==> src/rtl/rv32i_pkg.sv <==
// Shared fetch-path definitions: datapath width, reset vector, fetch FSM states
// and the {pc, inst} entry carried through the fetch buffer.
package rv32i_pkg;
   localparam int                   DataWidth = 32;
   localparam logic [DataWidth-1:0] ResetPc   = 32'h0000_0000;

   typedef enum logic [1:0] {
      ST_FETCH = 2'd0,
      ST_WAIT  = 2'd1,
      ST_FULL  = 2'd2
   } fetch_state_e;

   typedef struct packed {
      logic [DataWidth-1:0] pc;
      logic [DataWidth-1:0] inst;
   } fetch_entry_t;

   // Branch targets carry no meaningful byte offset; fetch is always word-aligned.
   function automatic logic [DataWidth-1:0] word_align(input logic [DataWidth-1:0] addr);
      return addr & ~DataWidth'(3);
   endfunction
endpackage

==> src/rtl/fetch_buffer.sv <==
// Two-entry FIFO of fetched {pc, inst} pairs between instruction memory and decode.
// Flush empties it in one cycle; push is ignored when full, pop when empty.
module fetch_buffer
   import rv32i_pkg::*;
(
   input  logic         clk,
   input  logic         rst,
   input  logic         push,
   input  logic         pop,
   input  logic         flush,
   input  fetch_entry_t wr_entry,
   output fetch_entry_t rd_entry,
   output logic         full,
   output logic         empty,
   output logic [1:0]   count
);
   fetch_entry_t r_mem [2];
   logic         r_wr_ptr;
   logic         r_rd_ptr;
   logic [1:0]   r_count;
   logic         w_push_ok;
   logic         w_pop_ok;

   assign full      = (r_count == 2'd2);
   assign empty     = (r_count == 2'd0);
   assign count     = r_count;
   assign rd_entry  = r_mem[r_rd_ptr];
   assign w_push_ok = push && !full;
   assign w_pop_ok  = pop && !empty;

   always_ff @(posedge clk) begin
      if (!rst) begin
         r_mem[0] <= '0;
         r_mem[1] <= '0;
         r_wr_ptr <= 1'b0;
         r_rd_ptr <= 1'b0;
         r_count  <= 2'd0;
      end else if (flush) begin
         r_wr_ptr <= 1'b0;
         r_rd_ptr <= 1'b0;
         r_count  <= 2'd0;
      end else begin
         if (w_push_ok) begin
            r_mem[r_wr_ptr] <= wr_entry;
            r_wr_ptr        <= !r_wr_ptr;
         end
         if (w_pop_ok) begin
            r_rd_ptr <= !r_rd_ptr;
         end
         r_count <= r_count + {1'b0, w_push_ok} - {1'b0, w_pop_ok};
      end
   end
endmodule

==> src/rtl/instruction_fetch.sv <==
// Instruction fetch unit: sequential PC fetch with one outstanding memory request,
// a 2-entry output buffer toward decode, and redirect (flush + drop) handling.
//
// state    | meaning
// ST_FETCH | request offered to memory (when buffer has room and no redirect)
// ST_WAIT  | one request accepted, response pending (r_drop: discard it)
// ST_FULL  | buffer holds two entries, waiting for decode to pop
module instruction_fetch #(
   parameter int                   DataWidth = rv32i_pkg::DataWidth,
   parameter logic [DataWidth-1:0] ResetPc   = rv32i_pkg::ResetPc
) (
   input  logic                 clk,
   input  logic                 rst,
   output logic                 imem_req_valid,
   input  logic                 imem_req_ready,
   output logic [DataWidth-1:0] imem_addr,
   input  logic                 imem_rsp_valid,
   input  logic [DataWidth-1:0] imem_rsp_data,
   input  logic                 redirect_valid,
   input  logic [DataWidth-1:0] redirect_pc,
   output logic                 inst_valid,
   input  logic                 inst_ready,
   output logic [DataWidth-1:0] inst,
   output logic [DataWidth-1:0] inst_pc
);
   import rv32i_pkg::*;

   fetch_state_e         r_state;
   fetch_state_e         w_state_nxt;
   logic [DataWidth-1:0] r_pc;
   logic [DataWidth-1:0] w_pc_nxt;
   logic [DataWidth-1:0] r_req_pc;
   logic                 r_drop;
   logic                 w_drop_nxt;
   logic                 w_transfer;
   logic                 w_pop;
   logic                 w_push;
   logic                 w_rsp_in_wait;
   logic                 w_space_after;
   logic                 w_full;
   logic                 w_empty;
   logic [1:0]           w_count;
   fetch_entry_t         w_push_entry;
   fetch_entry_t         w_head;

   // Outputs are forced to reset values combinationally while rst is low.
   assign imem_req_valid = rst && (r_state == ST_FETCH) && !w_full && !redirect_valid;
   assign imem_addr      = rst ? r_pc : ResetPc;
   assign inst_valid     = rst && !w_empty && !redirect_valid;
   assign inst           = rst ? w_head.inst : '0;
   assign inst_pc        = rst ? w_head.pc : '0;

   assign w_transfer    = imem_req_valid && imem_req_ready;
   assign w_pop         = inst_valid && inst_ready;
   assign w_rsp_in_wait = (r_state == ST_WAIT) && imem_rsp_valid;
   assign w_push        = w_rsp_in_wait && !r_drop && !redirect_valid;
   // WAIT is only entered with at most one entry buffered.
   assign w_space_after = (w_count == 2'd0) || w_pop;
   assign w_push_entry  = '{pc: r_req_pc, inst: imem_rsp_data};

   fetch_buffer u_fetch_buffer (
      .clk      (clk),
      .rst      (rst),
      .push     (w_push),
      .pop      (w_pop),
      .flush    (redirect_valid),
      .wr_entry (w_push_entry),
      .rd_entry (w_head),
      .full     (w_full),
      .empty    (w_empty),
      .count    (w_count)
   );

   always_comb begin
      w_state_nxt = r_state;
      w_pc_nxt    = r_pc;
      w_drop_nxt  = r_drop;
      if (redirect_valid) begin
         w_pc_nxt = word_align(redirect_pc);
         // A request still in flight must have its response discarded.
         if ((r_state == ST_WAIT) && !imem_rsp_valid) begin
            w_state_nxt = ST_WAIT;
            w_drop_nxt  = 1'b1;
         end else begin
            w_state_nxt = ST_FETCH;
            w_drop_nxt  = 1'b0;
         end
      end else begin
         case (r_state)
            ST_FETCH: begin
               if (w_transfer) begin
                  w_state_nxt = ST_WAIT;
                  w_pc_nxt    = r_pc + DataWidth'(4);
               end
            end
            ST_WAIT: begin
               if (imem_rsp_valid) begin
                  w_drop_nxt  = 1'b0;
                  w_state_nxt = (r_drop || w_space_after) ? ST_FETCH : ST_FULL;
               end
            end
            ST_FULL: begin
               if (w_pop) begin
                  w_state_nxt = ST_FETCH;
               end
            end
            default: w_state_nxt = ST_FETCH;
         endcase
      end
   end

   always_ff @(posedge clk) begin
      if (!rst) begin
         r_state  <= ST_FETCH;
         r_pc     <= ResetPc;
         r_req_pc <= ResetPc;
         r_drop   <= 1'b0;
      end else begin
         r_state <= w_state_nxt;
         r_pc    <= w_pc_nxt;
         r_drop  <= w_drop_nxt;
         if (w_transfer) begin
            r_req_pc <= r_pc;
         end
      end
   end
endmodule

==> config.mk <==
export PLATFORM = sky130hd
export DESIGN_NAME = instruction_fetch
export DESIGN_NICKNAME = d
export VERILOG_FILES = /design/src/rtl/rv32i_pkg.sv /design/src/rtl/fetch_buffer.sv /design/src/rtl/instruction_fetch.sv
export SDC_FILE = /design/constraint.sdc
export NUM_CORES = 1
export LEC_CHECK = 0
export CORE_ASPECT_RATIO = 1.75
export CORE_MARGIN = 8
export CORE_UTILIZATION = 45
export CTS_CLUSTER_DIAMETER = 60
export DETAILED_ROUTE_END_ITERATION = 8
export HOLD_SLACK_MARGIN = 0.12
export PLACE_DENSITY = 0.78
export SLEW_MARGIN = 20
export SYNTH_ARGS = -nofsm -noshare
export SYNTH_HDL_FRONTEND = slang
export SYNTH_SLANG_ARGS = --single-unit
==> constraint.sdc <==
create_clock -name clk -period 7.87 [get_ports clk]
set_input_delay 1.574 -clock clk [delete_from_list [all_inputs] [get_ports clk]]
set_output_delay 1.574 -clock clk [all_outputs]
set_load 0.1 [all_outputs]
==> impl_metrics.json <==
{
  "status": "finished clean",
  "rows": 68,
  "synth.avg_cell_area_um2": 10.6,
  "r2r_cells": 5,
  "numPortBuffers": 161,
  "cts.sinks": 192,
  "layout_commonest_cell": "and2_1",
  "final_nets": 1046,
  "rr_endpoint": "u_fetch_buffer.r_mem[0][29]",
  "setup_violations": 0,
  "fp.dieH_um": 202,
  "drc": 0,
  "post-cts-setup-buffers": 0,
  "grt_pass1_wl_um": 32800,
  "grt_pass1_vias": 6390,
  "crit_fanout": 28,
  "hold_class": "flop to flop",
  "criticalPathCategory": "primary input to output pin",
  "synth_simple_gate_area_frac": 0.236,
  "wl_um": 20700,
  "yosys_warnings": 0,
  "end_kind": "output pin",
  "synth_compound_area_frac": 0.0582,
  "netlist-cell-type-count": 52,
  "holdBufCountCts": 0,
  "required_ps": 6300,
  "fin_ws_ps": 1570,
  "synth_xor_area_frac": 0.0236,
  "vias": 6357,
  "slew_headroom": 0.323,
  "ys_ff_latch": 192,
  "synth_top_family_by_area": "simple AND/OR/NAND/NOR gates",
  "min_to": "r_req_pc[24]",
  "detail_route.wl_per_cell_um": 16.9,
  "coreArea_um2": 19600,
  "maxClockFrequency_ghz": 0.159,
  "synthAdderAreaFrac": 0.00421,
  "hold_path_depth": 2,
  "grtUsageTotal": 0.169,
  "vias_per_cell": 5.16,
  "max-vdd-ir-drop_mv": 0.135,
  "drive_gt1_frac": 0.0791,
  "hpwlAfterDp_um": 14000,
  "worst_path_max_delay_cell": "clkdlybuf4s50_1",
  "first_pass_iters": 5,
  "gp_congestion": 0.851,
  "synthFlopType": "edfxtp_1",
  "antenna_found_initial": 1,
  "worstHoldStart": "r_req_pc[24]",
  "clkTransAtPathRegs_ps": 70,
  "clockBufferDepth": 2,
  "hold_viol_final": 0,
  "syn_inst": 840,
  "crit_family": "buffers and inverters",
  "pre_cts_ws_ps": 1600,
  "cts_tree": "done",
  "max-cap-violations": 0,
  "die_x_um": 122,
  "synth_edf_count": 124,
  "skew_ps": 10.8,
  "insertedDiodeCount": 0,
  "worstMarginPinSlew_ps": 1010,
  "ff2ff_setup_slack_ps": 5000,
  "slowest_delay_ps": 1180,
  "crit_buf_inv": 2,
  "detail-route-antenna-nets": 0,
  "arrival_ps": 4720,
  "cp_common_cell": "clkdlybuf4s50_1",
  "layout_common_cells": "and2_1, clkdlybuf4s50_1, edfxtp_1",
  "grt_max_degree": 80,
  "root_buffer": "clkbuf_16",
  "syn-cell-area_um2": 8920,
  "p_leak_nw": 4.00,
  "dpl_cell_area_um2": 10700,
  "ctsResizeCount": 0,
  "rsz0062_at_grt": "no",
  "async_reset_ff_frac": 0,
  "ys_seq_area_frac": 0.570,
  "path_cells": "clkdlybuf4s50_1 > nand2b_1 > nor2_1 > clkdlybuf4s50_1",
  "start_util": 0.456,
  "syn2layout_area_growth_pct": 26.3,
  "start_kind": "primary input",
  "fin_crit_sh": 0.800,
  "numCtsBuffers": 17,
  "final_max_slew_viol_count": 0,
  "clk_latency_ps": 430,
  "r2r-start": "r_state[0]",
  "ios": 168,
  "stdcell_area_um2": 11300,
  "pwr_density_cell_nw_per_um2": 205,
  "dieArea_um2": 24800,
  "overflow": 0,
  "synthMuxAreaShare": 0.0764,
  "h-tree-depth": 4,
  "drt-initial-drc-count": 456,
  "period_needed_ps": 6300,
  "fin_setup_tns_ps": 0
}
==> Yosys cell counts, types with 4 or more instances <==
cell type	count	share of area
and4_1	5	0.0049
mux2i_1	67	0.075
edfxtp_1	124	0.42
buf_4	4	0.0034
a21oi_1	47	0.026
inv_1	7	0.0029
nor2_1	86	0.036
a31oi_1	4	0.0028
nand3_1	16	0.0090
o21ai_0	15	0.0084
and2_1	155	0.11
nor3_1	10	0.0056
nand2_1	82	0.034
buf_2	7	0.0039
xor2_1	12	0.012
clkbuf_1	47	0.020
a211oi_1	6	0.0050
xnor2_1	12	0.012
dfxtp_1	68	0.15
and3_1	8	0.0056
nand4_1	12	0.0084
==> tightest hold or removal path: stages, from the launching register on <==
cell     delay, ps
dfxtp_1        310
nand2_1         50
a21oi_1         50
==> where the power goes <==
part / switching, mW / total [mW] / internal [mW] / leakage, nW
sequential: 0.0282 / 1.13 / 1.11 / 1.84
combinational: 0.228 / 0.317 / 0.0894 / 1.87
clock: 0.421 / 0.858 / 0.437 / 0.290
==> metrics by stage <==
stage	utilization	total power, mW	instances	hold WS, ps
after floorplan	-	1.38	843	440
after global placement	0.545	1.47	1199	447
after global routing	0.576	2.38	1231	481
after CTS	0.576	2.33	1231	462
after detailed placement	0.545	1.48	1199	452
final	0.576	2.31	1231	459
==> flip-flops by register name (all words and copies together), names as in the netlist, named ones only <==
register                 count
u_fetch_buffer.count         2
r_state                      2
u_fetch_buffer.r_rd_ptr      1
r_pc                        30
r_req_pc                    30
r_drop                       1
u_fetch_buffer.r_mem       124
u_fetch_buffer.r_wr_ptr      1
==> cell families (layout without fill, tap and decap cells) <==
family,after synthesis,count (layout)
AOI/OAI and AO/OA,85,85
xor gates and xnor gates,24,24
adders and majority gates,3,3
buffers and inverters,68,211
DFF,192,192
muxes,68,68
other,1,4
and+or+nand+nor,399,399
==> layer usage <==
layer / GRT usage / up-vias / part of all wire
li1: - / 3157 / -
met1: 0.181 / 2998 / 0.39
met2: 0.314 / 168 / 0.54
met3: 0.0282 / 34 / 0.042
met4: 0.0735 / 0 / 0.028
met5: 0 / - / 0
==> layout make-up <==
cell class,count,area [um2]
tap,245,307
sequential,192,5090
timing repair buffer,171,1640
fill,1710,8300
multi-input combinational,583,3600
clock buffer,18,439
inverter,8,32.5
clock inverter,14,161
==> how the worst max path moves through the flow <==
| stage | startpoint | endpoint | slack (ps) | depth (start not counted) |
|---|---|---|---|---|
| 2_1_floorplan | redirect_valid | u_fetch_buffer.r_mem[0][0] | 580 | 6 |
| 3_3_place_gp | rst | inst_valid | 1670 | 4 |
| 3_5_place_dp | rst | inst_valid | 1600 | 4 |
| 4_1_cts | rst | inst_valid | 1580 | 4 |
| 5_1_grt | rst | inst_valid | 1430 | 4 |
| 6_report | rst | inst_valid | 1570 | 4 |
Power figures use the tool's default switching activity.
